<file path="src/rtl/eth_type_filter.sv">
// EtherType frame filter for one AXI-Stream port.
// The EtherType (bytes 12-13) of each frame is matched against RULE_COUNT
// programmable entries. Whole frames are then passed or dropped according
// to cfg_match_pass. Output goes through a 2-entry skid buffer whose head
// drives m_axis_* directly from registers.
module eth_type_filter #(
  parameter int DATA_WIDTH = 64,
  parameter int KEEP_WIDTH = DATA_WIDTH/8,
  parameter int USER_WIDTH = 1,
  parameter int RULE_COUNT = 4,
  parameter int CNT_WIDTH  = 32
) (
  input  logic                   clk,
  input  logic                   rst,
  input  logic [DATA_WIDTH-1:0]  s_axis_tdata,
  input  logic [KEEP_WIDTH-1:0]  s_axis_tkeep,
  input  logic                   s_axis_tvalid,
  output logic                   s_axis_tready,
  input  logic                   s_axis_tlast,
  input  logic [USER_WIDTH-1:0]  s_axis_tuser,
  output logic [DATA_WIDTH-1:0]  m_axis_tdata,
  output logic [KEEP_WIDTH-1:0]  m_axis_tkeep,
  output logic                   m_axis_tvalid,
  input  logic                   m_axis_tready,
  output logic                   m_axis_tlast,
  output logic [USER_WIDTH-1:0]  m_axis_tuser,
  input  logic [RULE_COUNT*16-1:0] cfg_ethtype,
  input  logic [RULE_COUNT-1:0]  cfg_enable,
  input  logic                   cfg_match_pass,
  output logic [CNT_WIDTH-1:0]   stat_pass_count,
  output logic [CNT_WIDTH-1:0]   stat_drop_count,
  output logic                   stat_drop_pulse
);

  localparam logic [1:0] S_IDLE = 2'd0;
  localparam logic [1:0] S_HDR  = 2'd1;
  localparam logic [1:0] S_PASS = 2'd2;
  localparam logic [1:0] S_DROP = 2'd3;

  // With a 64-bit bus bytes 12-13 land in beat 1 at byte lanes 4-5.
  localparam bit IS64 = (DATA_WIDTH == 64);
  localparam int HB   = IS64 ? 4 : 12;

  typedef struct packed {
    logic [DATA_WIDTH-1:0] data;
    logic [KEEP_WIDTH-1:0] keep;
    logic                  last;
    logic [USER_WIDTH-1:0] user;
  } beat_t;

  logic [1:0] r_state, w_state_n;
  beat_t      r_e0, r_e1, r_hold;
  beat_t      w_in, w_e0_n, w_e1_n, w_push_a_d;
  logic       r_v0, r_v1, w_v0_n, w_v1_n;

  logic [RULE_COUNT*16-1:0] r_cfg_type, w_cfg_type;
  logic [RULE_COUNT-1:0]    r_cfg_en, w_cfg_en;
  logic                     r_cfg_pass, w_cfg_pass;

  logic [15:0] w_etype;
  logic        w_match, w_runt, w_fwd, w_rdy, w_acc, w_pop;
  logic        w_push_a, w_push_b, w_hold_ld, w_fr_pass, w_fr_drop;

  logic [CNT_WIDTH-1:0] r_pass_cnt, r_drop_cnt;
  logic                 r_drop_pulse;

  assign w_in = {s_axis_tdata, s_axis_tkeep, s_axis_tlast, s_axis_tuser};

  // Config is live on the first beat, then the sampled copy holds for the frame.
  assign w_cfg_type = (r_state == S_IDLE) ? cfg_ethtype    : r_cfg_type;
  assign w_cfg_en   = (r_state == S_IDLE) ? cfg_enable     : r_cfg_en;
  assign w_cfg_pass = (r_state == S_IDLE) ? cfg_match_pass : r_cfg_pass;

  assign w_etype = {s_axis_tdata[HB*8 +: 8], s_axis_tdata[(HB+1)*8 +: 8]};
  assign w_runt  = s_axis_tlast & ~s_axis_tkeep[HB+1];
  assign w_fwd   = (w_match == w_cfg_pass) & ~w_runt;

  // Rule table match against the beat carrying bytes 12-13.
  always_comb begin
    w_match = 1'b0;
    for (int i = 0; i < RULE_COUNT; i++)
      if (w_cfg_en[i] && (w_cfg_type[16*i +: 16] == w_etype)) w_match = 1'b1;
  end

  // Input ready: a free buffer entry (HDR needs both), or always while dropping.
  always_comb begin
    w_rdy = 1'b0;
    case (r_state)
      S_IDLE, S_PASS: w_rdy = ~r_v1;
      S_HDR:          w_rdy = ~r_v0;
      S_DROP:         w_rdy = 1'b1;
      default:        w_rdy = 1'b0;
    endcase
    if (rst) w_rdy = 1'b0;
  end

  assign s_axis_tready = w_rdy;
  assign w_acc         = s_axis_tvalid & w_rdy;
  assign w_pop         = r_v0 & m_axis_tready;

  // Frame state machine: decides pass/drop and what to push into the buffer.
  always_comb begin
    w_state_n  = r_state;
    w_push_a   = 1'b0;
    w_push_b   = 1'b0;
    w_push_a_d = w_in;
    w_hold_ld  = 1'b0;
    w_fr_pass  = 1'b0;
    w_fr_drop  = 1'b0;
    if (w_acc) begin
      case (r_state)
        S_IDLE, S_HDR: begin
          if (IS64 && (r_state == S_IDLE)) begin
            // A single-beat frame cannot reach byte 13: runt.
            if (s_axis_tlast) w_fr_drop = 1'b1;
            else begin
              w_hold_ld = 1'b1;
              w_state_n = S_HDR;
            end
          end else if (w_fwd) begin
            w_push_a = 1'b1;
            if (r_state == S_HDR) begin
              w_push_a_d = r_hold;
              w_push_b   = 1'b1;
            end
            if (s_axis_tlast) begin
              w_fr_pass = 1'b1;
              w_state_n = S_IDLE;
            end else w_state_n = S_PASS;
          end else begin
            if (s_axis_tlast) begin
              w_fr_drop = 1'b1;
              w_state_n = S_IDLE;
            end else w_state_n = S_DROP;
          end
        end
        S_PASS: begin
          w_push_a = 1'b1;
          if (s_axis_tlast) begin
            w_fr_pass = 1'b1;
            w_state_n = S_IDLE;
          end
        end
        S_DROP: begin
          if (s_axis_tlast) begin
            w_fr_drop = 1'b1;
            w_state_n = S_IDLE;
          end
        end
        default: w_state_n = S_IDLE;
      endcase
    end
  end

  // Skid buffer next state: pop shifts e1 into e0, pushes fill the lowest free slot.
  always_comb begin
    w_e0_n = r_e0;
    w_e1_n = r_e1;
    w_v0_n = r_v0;
    w_v1_n = r_v1;
    if (w_pop) begin
      w_e0_n = r_e1;
      w_v0_n = r_v1;
      w_v1_n = 1'b0;
    end
    if (w_push_a) begin
      if (!w_v0_n) begin
        w_e0_n = w_push_a_d;
        w_v0_n = 1'b1;
      end else begin
        w_e1_n = w_push_a_d;
        w_v1_n = 1'b1;
      end
    end
    // Only from HDR, where both entries were free, so e0 took the held beat.
    if (w_push_b) begin
      w_e1_n = w_in;
      w_v1_n = 1'b1;
    end
  end

  // State, buffer, config snapshot and statistics registers.
  always_ff @(posedge clk) begin
    if (rst) begin
      r_state      <= S_IDLE;
      r_e0         <= '0;
      r_e1         <= '0;
      r_hold       <= '0;
      r_v0         <= 1'b0;
      r_v1         <= 1'b0;
      r_cfg_type   <= '0;
      r_cfg_en     <= '0;
      r_cfg_pass   <= 1'b0;
      r_pass_cnt   <= '0;
      r_drop_cnt   <= '0;
      r_drop_pulse <= 1'b0;
    end else begin
      r_state <= w_state_n;
      r_e0    <= w_e0_n;
      r_e1    <= w_e1_n;
      r_v0    <= w_v0_n;
      r_v1    <= w_v1_n;
      if (w_hold_ld) r_hold <= w_in;
      if (w_acc && (r_state == S_IDLE)) begin
        r_cfg_type <= cfg_ethtype;
        r_cfg_en   <= cfg_enable;
        r_cfg_pass <= cfg_match_pass;
      end
      if (w_fr_pass) r_pass_cnt <= r_pass_cnt + 1'b1;
      if (w_fr_drop) r_drop_cnt <= r_drop_cnt + 1'b1;
      r_drop_pulse <= w_fr_drop;
    end
  end

  assign m_axis_tdata    = r_e0.data;
  assign m_axis_tkeep    = r_e0.keep;
  assign m_axis_tlast    = r_e0.last;
  assign m_axis_tuser    = r_e0.user;
  assign m_axis_tvalid   = r_v0;
  assign stat_pass_count = r_pass_cnt;
  assign stat_drop_count = r_drop_cnt;
  assign stat_drop_pulse = r_drop_pulse;

endmodule
</file>
<file path="config.mk">
export PLATFORM = sky130hd
export DESIGN_NAME = eth_type_filter
export DESIGN_NICKNAME = d
export VERILOG_FILES = /design/src/rtl/eth_type_filter.sv
export SDC_FILE = /design/constraint.sdc
export NUM_CORES = 1
export LEC_CHECK = 0
export ABC_AREA = 1
export BUFFER_PORTS_ARGS = -buffer_cell sky130_fd_sc_hd__buf_4
export CORE_UTILIZATION = 25
export CTS_BUF_LIST = sky130_fd_sc_hd__clkbuf_8
export DETAILED_ROUTE_END_ITERATION = 10
export SLEW_MARGIN = 20
export SYNTH_ARGS = -nofsm -noshare
export SYNTH_HDL_FRONTEND = slang
export SYNTH_SLANG_ARGS = --single-unit
</file>
<file path="constraint.sdc">
create_clock -name clk -period 5.6 [get_ports clk]
set_clock_uncertainty 0.2 [all_clocks]
set_input_delay 1.12 -clock clk [delete_from_list [all_inputs] [get_ports clk]]
set_output_delay 1.12 -clock clk [all_outputs]
set_load 0.1 [all_outputs]
</file>
### Word-level counts from Yosys, hierarchy flattened

Cells that the tools add are included.

* input port bits: 147
* logic and storage cells: 109
* output and inout bits: 141
* register bits after elaboration: 360

* reduce and logical (&&, ||, !) cells: 13
* $add $sub $neg: 2
* eq/ne operators: 10
* multiplexer cells: 55
* bitwise gates (word level): 8

Operators by type and width (count)
* $mux W74: 11
* $add A32 B1 Y32 const B: 2
* $eq A16 B16 Y1: 4
* $mux W64: 1
* $mux W1: 31
* $mux W2: 6
* $pmux W1 S2: 3
* $reduce_or A2 Y1: 3
* $logic_and A1 B1 Y1: 5
* $and A1 B1 Y1: 4
* $eq A2 B2 Y1 const B: 2
* $mux W4: 1
* $not A1 Y1: 4
* $pmux W2 S2: 1
* $reduce_bool A2 Y1: 2
* $ne A3 B3 Y1 const B: 1
* $pmux W1 S3: 1
* $reduce_and A3 Y1: 1
* $eq A2 B1 Y1 const B: 1
* $logic_not A2 Y1: 1
* $ne A2 B1 Y1 const B: 1
* $reduce_and A2 Y1: 1
* $eq A1 B1 Y1: 1

### Depth between registers and ports, before layout

Gate-level depths: netlist (run 1).

* depth after elaboration: 17
* depth in mapped cells: 25

### Worst setup path after synthesis (run 1)

No wires, ideal clock.

* path kind: input-to-reg
* start: input rst
* end: register r_hold[13] in the netlist's numbering
* stages on the path: 9
* library setup time: 0.064 ns
* data required time: 5.336 ns
* path slack: 0.202 ns
* arrival time: 5.133 ns
* path through: a221oi_1 -> nand2_1 -> nor2_1 -> inv_2 -> nor2_1 -> clkbuf_1 -> clkbuf_1 -> o21ai_0 -> nor2_1

* longest elaborated chain between the ends: 3

RTL lines
* start: declaration: line 14 `input logic rst,`
* $mux W1: line 94 `if (rst) w_rdy = 1'b0;`
* $and A1 B1 Y1: line 98 `assign w_acc = s_axis_tvalid & w_rdy;`
* $mux W1: line 110 `if (w_acc) begin`
* end signal: assignment: line 203 `if (w_hold_ld) r_hold <= w_in;`
* end: declaration: line 52 `beat_t r_e0, r_e1, r_hold;`

Several ways; a longest one is shown, not always the timed one.
A chain may end at the register's enable or synchronous reset.

### Worst setup path after layout (run 1)

* start: register r_state[1]
* end: register r_e0 (netlist bit m_axis_tdata[20])

* longest elaborated chain between the ends: 16

RTL lines
* start: declaration: line 51 `logic [1:0] r_state, w_state_n;`
* start signal: assignment: line 198 `r_state <= w_state_n;`
* $logic_not A2 Y1
* $mux W64: line 70 `assign w_cfg_type = (r_state == S_IDLE) ? cfg_ethtype : r_cfg_type;`
* $eq A16 B16 Y1: line 82 `if (w_cfg_en[i] && (w_cfg_type[16*i +: 16] == w_etype)) w_match = 1'b1;`
* $logic_and A1 B1 Y1: line 82
* $mux W1 (4 in series): line 82
* $eq A1 B1 Y1: line 76 `assign w_fwd = (w_match == w_cfg_pass) & ~w_runt;`
* $and A1 B1 Y1: line 76
* $mux W74: line 120 `end else if (w_fwd) begin`
* $mux W74: line 113 `if (IS64 && (r_state == S_IDLE)) begin`
* $mux W74: line 111 `case (r_state)`
* $mux W74: line 110
* $mux W74: line 167 `if (!w_v0_n) begin`
* $mux W74 *: line 166 `if (w_push_a) begin`
* end signal: assignment: line 199 `r_e0 <= w_e0_n;`
* end: declaration: line 52

Mark *: on every way between the ends. The rest lies on a longest branch, timed or not.

==> flow_summary.yaml, run 1 <==
drt:
  totalWireLength_mm: 53.9
  drtAntennaViolNets: 0
  wl_per_cell_um: 14.8
  drtIter0Drc: 983
  drc_errors: 0
  via_count: 16600
  first_pass_iters: 5
  drt-vias-per-instance: 4.56
placement:
  placed_area_um2: 19700
  routabilityCongestion: 0.852
  place_hpwl_mm: 36.1
  numPortBuffers: 287
power:
  cellPowerDensity_nw_per_um2: 286
  p_int_mw: 4.36
  switching_share_pct: 27.7
  switchingPower_mw: 1.67
  p_clk_share_pct: 44.5
  pwr-share-seq_pct: 44.3
  vdd_ir_drop_max_uv: 149
  pwr-share-comb_pct: 11.2
  p_leak_nw: 8.87
hold_path:
  whs_path_depth: 2
  holdCritPathClass: "reg2reg"
timing:
  tightest_slew_ns: 1.08
  maxSlewHeadroom_pct: 28.2
  max_freq_ghz: 0.224
  rsz0062_at_grt: "no"
  final_max_slew_viol_count: 0
  tns_ns: 0
  hold_violations: 0
  fin_crit_ns: 4.46
  finalCritPeriodShare_pct: 79.7
  setup-violations-final: 0
final_layout:
  nFillCells: 7337
  drive_gt1_share_pct: 15.5
  final_cell_mix: "nand2_1 (584), o21ai_0 (410), dfxtp_1 (360)"
  post-route-util_pct: 31.8
  design_area_um2: 21100
  nets: 2882
  final_common_cell: "nand2_1"
  synthToLayoutAreaGrowth_pct: 24.8
yosys:
  synth_edf_count: 0
  synth_cells: 2506
  syn-num-nets: 2655
  synth_top_cell_area_share_pct: 42.6
  synth_area_leader_cell: "dfxtp_1"
  yosysSeqAreaShare_pct: 42.6
  ys_types: 41
  async_reset_ff_share_pct: 0
  syn_area_um2: 16900
  yosys_warnings: 0
  synthTopCellsByArea: "dfxtp_1 (43%), nand2_1 (13%), o21ai_0 (12%), a21oi_1 (9.3%), inv_1 (6.3%)"
  ys_ff_latch: 360
  syn_area_per_cell_um2: 6.75
  synth_ff_type: "dfxtp_1"
critical_path:
  critical_path.endpoint_type: "flop"
  cp-startpoint: "r_state[1]$_SDFFE_PP0P_"
  arrival_ns: 4.77
  crit_end: "m_axis_tdata[20]$_SDFF_PP0_"
  rr_worst_depth: 22
  crit_type: "reg2reg"
  timing.rr.end: "m_axis_tdata[20]$_SDFF_PP0_"
  cp-start-kind: "flop"
  critical_path.max_fanout: 53
  cp.required_ns: 5.91
  ff2ff_setup_slack_ns: 1.14
  worstReg2RegStart: "r_state[1]$_SDFFE_PP0P_"
outcome:
  status: "finished clean"
grt:
  grt_pass1_wl_mm: 84.0
  overflow: 0
  globalRouteTotalUtil_pct: 15.4
  first_global_vias: 15100
  antenna_found_initial: 3
  grt_max_degree: 151
die:
  dieArea_um2: 68700
  rows: 94
  io_pins: 288
  die_h_um: 262
  initial_core_util_pct: 25.5
  die-width_um: 262
  core_area_um2: 66300
cts:
  cts-htree-levels: 3
  cts_tree: "yes"
  cts_setup_buffers: 0
  cts_max_path_buffers: 3
  hold_buffers: 0
  numCtsBuffers: 70
  root_buffer: "clkbuf_8"
  clock_sinks: 360
  path_clk_slew_ns: 0.06
  cts_resized: 0
  insertion_delay_ns: 0.65
job:
  maxCapViolations: 0
[worst min path at each step]
| stage | slack, ns | startpoint | end |
|---|---|---|---|
| after global placement | 0.23 | r_hold[58]$_SDFFE_PP0P_ | r_hold[58]$_SDFFE_PP0P_ |
| after floorplan | 0.22 | r_hold[1]$_SDFFE_PP0P_ | r_hold[1]$_SDFFE_PP0P_ |
| final | 0.25 | r_hold[1]$_SDFFE_PP0P_ | r_hold[1]$_SDFFE_PP0P_ |
| after CTS | 0.25 | r_hold[1]$_SDFFE_PP0P_ | r_hold[1]$_SDFFE_PP0P_ |
| after detailed placement | 0.24 | r_hold[15]$_SDFFE_PP0P_ | r_hold[15]$_SDFFE_PP0P_ |
| after global routing | 0.26 | r_hold[18]$_SDFFE_PP0P_ | r_hold[18]$_SDFFE_PP0P_ |
[cells by family (layout without fill, tap and decap cells)]
kind of cell / Yosys count / after routing / synth area share [%]
compound gates: 789 / 789 / 23.9
fa+ha+maj: 2 / 2 / 0.148
xor+xnor: 14 / 14 / 0.725
mux: 8 / 8 / 0.474
other cells: 0 / 1 / 0
flops: 360 / 360 / 42.6
buf+inv: 443 / 719 / 10.6
simple gates: 890 / 890 / 21.6
[per-layer routing]
layer / global-route usage [%] / up-vias / part of all wire, %
met5: 0 / - / 0.017
met4: 5.94 / 2 / 3.0
met3: 4.62 / 93 / 7.1
met2: 24.5 / 420 / 45
met1: 19.6 / 7441 / 45
li1: - / 8657 / -
[final cells by class]
class,count,area [µm²],area share (%)
Inverter,294,1110,5.28
Clock inverter,30,158,0.747
Antenna cell,1,2.50,0.0119
Tap cell,864,1080,5.12
Sequential cell,360,7210,34.2
Clock buffer,91,1250,5.94
Timing Repair Buffer,304,2330,11.1
Multi-Input combinational cell,1703,7950,37.7
[worst max-delay path, stage by stage, from the launching register on]
cell and delay (ns):
dfxtp_1 0.47, inv_1 0.11, nand2_2 0.54, buf_4 0.33, nand2_1 0.09, nand3_1 0.07
nand2_1 0.06, nor2_1 0.11, nand2_1 0.05, nor2_1 0.17, nand3_1 0.11, nand2_1 0.11
nor2_1 0.05, nand2_1 0.11, nand4_4 0.19, nand2_4 0.17, nand2_2 0.07, inv_2 0.10
nand2_4 0.31, buf_12 0.35, buf_12 0.20, o21ai_0 0.20, a21oi_1 0.05
[power by group through the flow]
stage | clock [mW] | combinational (mW) | sequential, mW
global route | 2.90 | 0.755 | 2.68
finish | 2.68 | 0.677 | 2.67
CTS | 2.78 | 0.681 | 2.67
global placement | 0 | 0.677 | 2.72
floorplan | 0 | 0.355 | 2.81
detailed placement | 0 | 0.678 | 2.72
[synthesized netlist by cell type (2+ instances only)]
cell	instances
buf_4	13
nand2_2	3
xor2_1	11
nand4_1	25
nor3_1	30
buf_2	28
mux2i_1	8
inv_1	285
nor4_1	8
or2_2	4
o21ai_1	29
o211ai_1	18
o21a_1	10
nor3b_1	2
nand3b_1	2
a21oi_1	314
xnor2_1	3
o21ai_0	410
nand3_1	84
nor3_2	2
dfxtp_1	360
nor2_1	139
nand2_1	586
ha_1	2
a31oi_1	3
clkbuf_1	101
inv_2	8
buf_6	5
[registers in the layout (all words and copies together) (netlist names)]
register / flops
r_hold: 74
stat_drop_pulse: 1
stat_drop_count: 32
m_axis_tvalid: 1
m_axis_tuser: 1
stat_pass_count: 32
r_cfg_en: 4
m_axis_tkeep: 8
r_state: 2
r_cfg_pass: 1
r_e1: 74
m_axis_tdata: 64
r_cfg_type: 64
r_v1: 1
m_axis_tlast: 1
[stage by stage]
stage	cells	hold slack, ns	worst slack (ns)	power, mW
6_report	3647	0.245	1.14	6.03
2_1_floorplan	2506	0.224	0.202	3.16
3_5_place_dp	3525	0.240	1.08	3.40
3_3_place_gp	3525	0.235	1.13	3.40
4_1_cts	3646	0.247	1.14	6.13
5_1_grt	3647	0.264	0.670	6.33
Power figures use the tool's default switching activity.
==> run 2, diff against run 1 <==
ABC_AREA = 0   (was 1)
clock period = 3.6 ns   (was 5.6 ns; I/O delays follow)
==> run 2 against run 1 <==
Compared with the run above: via count rose by 9.4%; the run now ends with negative setup slack left; synthesized cell count is 12% lower; die area rose by 2.1%; non-clock buffer count is 171 higher; register-to-register slack lost 1.4 ns; sequential power grew 56%; combinational power up 120%; sequential share of layout area fell by 4.1 points.
==> flow_summary.yaml, run 2 <==
drt:
  first_pass_iters: 5
  drc_errors: 0
  drtAntennaViolNets: 0
  wl_per_cell_um: 19.8
  via_count: 18200
  drtIter0Drc: 1305
  drt-vias-per-instance: 5.25
  totalWireLength_mm: 68.4
grt:
  antenna_found_initial: 3
  grt_pass1_wl_mm: 103
  grt_max_degree: 155
  overflow: 0
  first_global_vias: 17000
  globalRouteTotalUtil_pct: 18.7
yosys:
  syn_area_um2: 17300
  synth_area_leader_cell: "dfxtp_1"
  syn_area_per_cell_um2: 7.86
  synth_compound_area_share_pct: 24.4
  yosys_warnings: 0
  synth.area.mux_share_pct: 1.75
  ys_ff_latch: 360
  synth_top_family_by_area: "compound AO/OA/AOI/OAI gates"
  ys_types: 66
  synth_top_cell_area_share_pct: 41.8
  synthTopCellsByArea: "dfxtp_1 (42%), nand2_1 (10%), a21oi_1 (7.9%), a221oi_1 (4.1%), clkbuf_1 (4.0%)"
  syn-num-nets: 2345
  synth-xor-area-share_pct: 2.64
  yosysSeqAreaShare_pct: 41.8
  synth_ff_type: "dfxtp_1"
  synth_edf_count: 0
  synth_top_cells_by_count: "nand2_1 (477), dfxtp_1 (360), a21oi_1 (273)"
  async_reset_ff_share_pct: 0
  synthSimpleGateAreaFrac_pct: 23.4
  synthAdderAreaFrac_pct: 0.145
  synth_cells: 2196
  yosysMostFrequentCell: "nand2_1"
die:
  initial_core_util_pct: 25.5
  rows: 95
  io_pins: 288
  die-width_um: 265
  core_area_um2: 67800
  dieArea_um2: 70100
  die_h_um: 265
power:
  vdd_ir_drop_max_uv: 220
  p_total_mw: 10.3
  p_leak_nw: 9.25
  cellPowerDensity_nw_per_um2: 428
timing:
  fin_crit_ns: 3.82
  fin_ws_ns: -0.221
  rsz0062_at_grt: "yes"
  max_freq_ghz: 0.262
  tightest_slew_ns: 1.16
  setup-violations-final: 210
  hold_violations: 0
  tns_ns: -23.40
  maxSlewHeadroom_pct: 22.6
  final_max_slew_viol_count: 0
  finalCritPeriodShare_pct: 106
critical_path:
  cp_slowest_stage_delay_ns: 0.44
  ff2ff_setup_slack_ns: -0.22
  rr_worst_depth: 15
  path_common_cell: "buf_6"
  cp.required_ns: 3.95
  path_buf_inv: 7
  cp-start-kind: "flop"
  critical_path.endpoint_type: "flop"
  crit_chain: "buf_6, nor2_4, buf_12, buf_8, buf_6, o31a_1, a311o_1, or4_4, o2111ai_4, buf_6, mux2i_4, buf_4, buf_12, nand2_1, a311oi_1"
  crit_type: "reg2reg"
  critical_path.max_fanout: 28
  arrival_ns: 4.17
  crit_family: "compound AO/OA/AOI/OAI gates"
  cp_slowest_cell: "or4_4"
  worstReg2RegStart: "r_state[0]$_SDFFE_PP0P_"
  timing.rr.end: "m_axis_tdata[57]$_SDFF_PP0_"
final_layout:
  final_cell_mix: "nand2_1 (470), buf_4 (409), dfxtp_1 (350)"
  nFillCells: 7071
  drive_gt1_share_pct: 29.1
  final_common_cell: "nand2_1"
  nets: 2679
  design_area_um2: 24000
  top_regs: "r_e1 (74), r_hold (74)"
  post-route-util_pct: 35.5
  synthToLayoutAreaGrowth_pct: 39.3
hold_path:
  hold_end: "r_cfg_pass$_SDFFE_PP0P_"
  hp-start: "cfg_match_pass"
  whs_path_depth: 3
  holdCritPathClass: "in2reg"
outcome:
  violations: "negative setup slack"
  status: "finished with violations"
cts:
  path_clk_slew_ns: 0.06
  cts_max_path_buffers: 3
  cts_tree: "yes"
  root_buffer: "clkbuf_8"
  numCtsBuffers: 72
  clock_sinks: 360
  cts-htree-levels: 3
  insertion_delay_ns: 0.67
placement:
  numPortBuffers: 287
  routabilityCongestion: 0.856
  place_hpwl_mm: 43.2
  placed_area_um2: 21500
  dp_slack_ns: -0.478
job:
  maxCapViolations: 0
-- run 2: cell count changes after synthesis, sizes merged, moves of 74 or more --
cell / delta
o21ai: -361
inv: -248
nand2: -113
nor2: -105
and3: +83
clkbuf: +83
a221oi: +79
a311oi: +74
-- run 2: metal layers --
layer	track usage, %	wire length, µm	vias to the layer above
met2	29.7	32100	560
met1	25.1	30400	8840
met5	0	0	-
met3	3.58	4150	102
met4	7.31	1710	0
li1	-	-	8680
-- run 2: per-stage QoR --
| step | hold WS, ns | instances |
|---|---|---|
| 2_1_floorplan | 0.233 | 2196 |
| 3_3_place_gp | 0.241 | 3299 |
| 3_5_place_dp | 0.247 | 3299 |
| 4_1_cts | 0.0291 | 3446 |
| 5_1_grt | 0.0664 | 3460 |
| 6_report | 0.0977 | 3460 |
-- run 2: layout make-up --
class / count / area (µm²) / area share, %
well taps: 873 / 1090 / 4.55
clock buffers: 89 / 1220 / 5.10
clock inverters: 39 / 339 / 1.41
diodes: 3 / 7.51 / 0.0312
multi-input cells: 1575 / 9690 / 40.3
inverters: 46 / 178 / 0.739
repair buffers: 475 / 4280 / 17.8
flip-flops and latches: 360 / 7220 / 30.0
-- run 2: worst max-delay path by stage --
stage | startpoint | end | slack [ns] | cells past startpoint
final | r_state[0]$_SDFFE_PP0P_ | m_axis_tdata[57]$_SDFF_PP0_ | -0.22 | 15
after global routing | r_state[0]$_SDFFE_PP0P_ | r_e1[27]$_SDFFE_PP0P_ | -0.31 | 17
after CTS | r_state[0]$_SDFFE_PP0P_ | m_axis_tdata[57]$_SDFF_PP0_ | -0.18 | 15
after detailed placement | cfg_ethtype[54] | stat_pass_count[4]$_SDFFE_PP0P_ | -0.48 | 12
after global placement | cfg_ethtype[54] | stat_pass_count[4]$_SDFFE_PP0P_ | -0.50 | 12
after floorplan | s_axis_tdata[38] | stat_pass_count[23]$_SDFFE_PP0P_ | -0.08 | 11
-- run 2: kinds of logic (layout without fill, tap and decap cells) --
logic type,count (synthesis),in the layout
DFF,360,360
and+or+nand+nor,853,853
muxes,29,30
xor gates and xnor gates,52,52
adders and majority gates,2,2
AOI/OAI and AO/OA,638,638
buffers and inverters,262,649
other,0,3
-- run 2: where the power goes --
group	internal (mW)	total (mW)	switching, mW
Clock	2.67	4.63	1.96
Sequential	4.10	4.17	0.0705
Combinational	0.563	1.50	0.935
Total	7.33	10.3	2.96
-- run 2: timing repair --
item / 4_1_cts / 5_1_grt
hold buffers: 0 / 0
endpoints found under the setup margin: 213 / 214
resized for setup: 54 / 103
pin swaps: 33 / 38
setup buffers: 11 / 11
cloned: 8 / 1
-- run 2: tightest hold or removal path, stage by stage --
cell	delay (ns)
buf_4	0.11
nand2_1	0.05
a21oi_1	0.05
==> run 3, diff against run 2 <==
clock period = 3.8 ns   (was 3.6 ns; I/O delays follow)
==> run 3 against run 2 <==
Compared with the run above: the flow still finishes with violations (negative setup slack); first-iteration DRC count rose by 10%; fmax fell by 0.85%; combinational power is 9% lower.
==> flow_summary.yaml, run 3 (synthesized netlist as in run 2, its figures left out) <==
outcome:
  status: "finished with violations"
  violations: "negative setup slack"
critical_path:
  timing.rr.end: "m_axis_tdata[33]$_SDFF_PP0_"
  rr_worst_depth: 14
  critical_path.max_fanout: 10
  cp-start-kind: "flop"
  crit_chain: "nor2_4, buf_6, mux2_4, a222oi_1, nand3_1, or4_4, o2111ai_4, buf_12, buf_8, mux2i_4, clkbuf_16, clkbuf_16, nand2_1, a311oi_2"
  worstReg2RegStart: "r_state[0]$_SDFFE_PP0P_"
  critical_path.endpoint_type: "flop"
  cp-startpoint: "r_state[0]$_SDFFE_PP0P_"
  cp.required_ns: 4.14
  ff2ff_setup_slack_ns: -0.05
  cp_slowest_cell: "or4_4"
  cp_slowest_stage_delay_ns: 0.45
  crit_type: "reg2reg"
  arrival_ns: 4.20
  crit_end: "m_axis_tdata[33]$_SDFF_PP0_"
  path_common_cell: "clkbuf_16"
final_layout:
  nFillCells: 7160
  final_cell_mix: "nand2_1 (462), buf_4 (396), dfxtp_1 (357)"
  synthToLayoutAreaGrowth_pct: 35.7
  top_regs: "r_e1 (74), r_hold (74)"
  design_area_um2: 23400
  nets: 2649
  drive_gt1_share_pct: 26.7
  final_common_cell: "nand2_1"
drt:
  first_pass_iters: 7
  totalWireLength_mm: 68.3
  drt-vias-per-instance: 5.29
  via_count: 18100
  drtAntennaViolNets: 0
  drc_errors: 0
  drtIter0Drc: 1437
  wl_per_cell_um: 19.9
grt:
  globalRouteTotalUtil_pct: 18.2
  grt_max_degree: 194
  grt_busiest_layer: "met2"
  first_global_vias: 16600
  use_met3_pct: 4.68
  gr-usage-met2_pct: 28.0
  antenna_found_initial: 4
  gr-usage-met1_pct: 24.0
  overflow: 0
  grt_pass1_wl_mm: 100
timing:
  maxSlewHeadroom_pct: 25.3
  max_freq_ghz: 0.259
  fin_crit_ns: 3.85
  tns_ns: -0.145
  finalCritPeriodShare_pct: 101
  rsz0062_at_grt: "yes"
  setup-violations-final: 7
  hold_violations: 0
  final_max_slew_viol_count: 0
  fin_ws_ns: -0.0541
  tightest_slew_ns: 1.12
  fin_hold_ws_ns: 0.129
cts:
  cts-htree-levels: 3
  cts_tree: "yes"
  root_buffer: "clkbuf_8"
  cts_max_path_buffers: 3
  path_clk_slew_ns: 0.06
  numCtsBuffers: 72
  insertion_delay_ns: 0.69
  clock_sinks: 360
placement:
  place_hpwl_mm: 42.2
  placed_area_um2: 21100
  routabilityCongestion: 0.849
  numPortBuffers: 287
power:
  cellPowerDensity_nw_per_um2: 403
  p_leak_nw: 8.87
  vdd_ir_drop_max_uv: 199
die:
  initial_core_util_pct: 25.5
  die-width_um: 265
  rows: 95
  core_area_um2: 67800
  io_pins: 288
  die_h_um: 265
  dieArea_um2: 70100
job:
  maxCapViolations: 0
hold_path:
  whs_path_depth: 3
  holdCritPathClass: "in2reg"
run 3: cell count changes in the layout (fill, tap and decap cells not counted), sizes merged:
cell,previous run,this run
buf,471,436
bufbuf,3,0
bufinv,6,3
clkbuf,90,97
clkinv,9,6
clkinvlp,0,2
inv,70,66
mux2,11,12
run 3: where the power goes:
group / total [mW] / leakage [nW] / internal, mW / switching, mW
Combinational: 1.36 / 5.14 / 0.489 / 0.874
Sequential: 3.95 / 2.92 / 3.88 / 0.0680
Clock: 4.12 / 0.814 / 2.31 / 1.81
run 3: routing by layer:
metal  up-vias  part of all wire (%)
met4         2                   3.4
met2       581                    46
met3       134                   6.9
met5         -                 0.012
met1      8770                    44
li1       8616                     -
run 3: per-stage QoR:
stage	worst slack [ns]	instances	util, %	total power, mW
detailed placement	-0.330	3275	31.2	5.31
CTS	-0.00678	3395	33.3	9.47
finish	-0.0541	3422	34.6	9.43
floorplan	0.000585	2196	-	4.77
global placement	-0.331	3275	31.2	5.30
global route	-0.173	3422	34.6	9.81
run 3: how the worst min path moves through the flow:
stage / from / to / slack, ns
final: cfg_match_pass / r_cfg_pass$_SDFFE_PP0P_ / 0.13
after CTS: cfg_match_pass / r_cfg_pass$_SDFFE_PP0P_ / 0.08
after detailed placement: r_cfg_type[16]$_SDFFE_PP0P_ / r_cfg_type[16]$_SDFFE_PP0P_ / 0.25
after floorplan: r_cfg_en[0]$_SDFFE_PP0P_ / r_cfg_en[0]$_SDFFE_PP0P_ / 0.23
after global placement: r_cfg_type[23]$_SDFFE_PP0P_ / r_cfg_type[23]$_SDFFE_PP0P_ / 0.24
after global routing: cfg_ethtype[23] / r_cfg_type[23]$_SDFFE_PP0P_ / 0.12
run 3: area by class of cell:
class                           instances  area, µm²  share of cell area (%)
Multi-Input combinational cell       1576       9550                    40.8
Inverter                               46        173                   0.738
Tap cell                              873       1090                    4.67
Timing Repair Buffer                  444       3910                    16.7
Clock inverter                         31        234                   0.999
Antenna cell                            3       7.51                  0.0321
Clock buffer                           89       1220                    5.23
Sequential cell                       360       7220                    30.8
run 3: critical path, delay by kind of cell (launching register included):
kind	cells	cell delay, ns
and+or+nand+nor	4	0.91
buffers and inverters	5	0.87
AOI/OAI and AO/OA	3	0.76
muxes	2	0.64
DFF	1	0.36
run 3: timing repair:
action,in CTS,in global routing
cloned,0,11
endpoints found under the setup margin,40,181
setup buffers,0,13
hold buffers,0,0
pin swaps,1,56
gates resized for setup,2,108
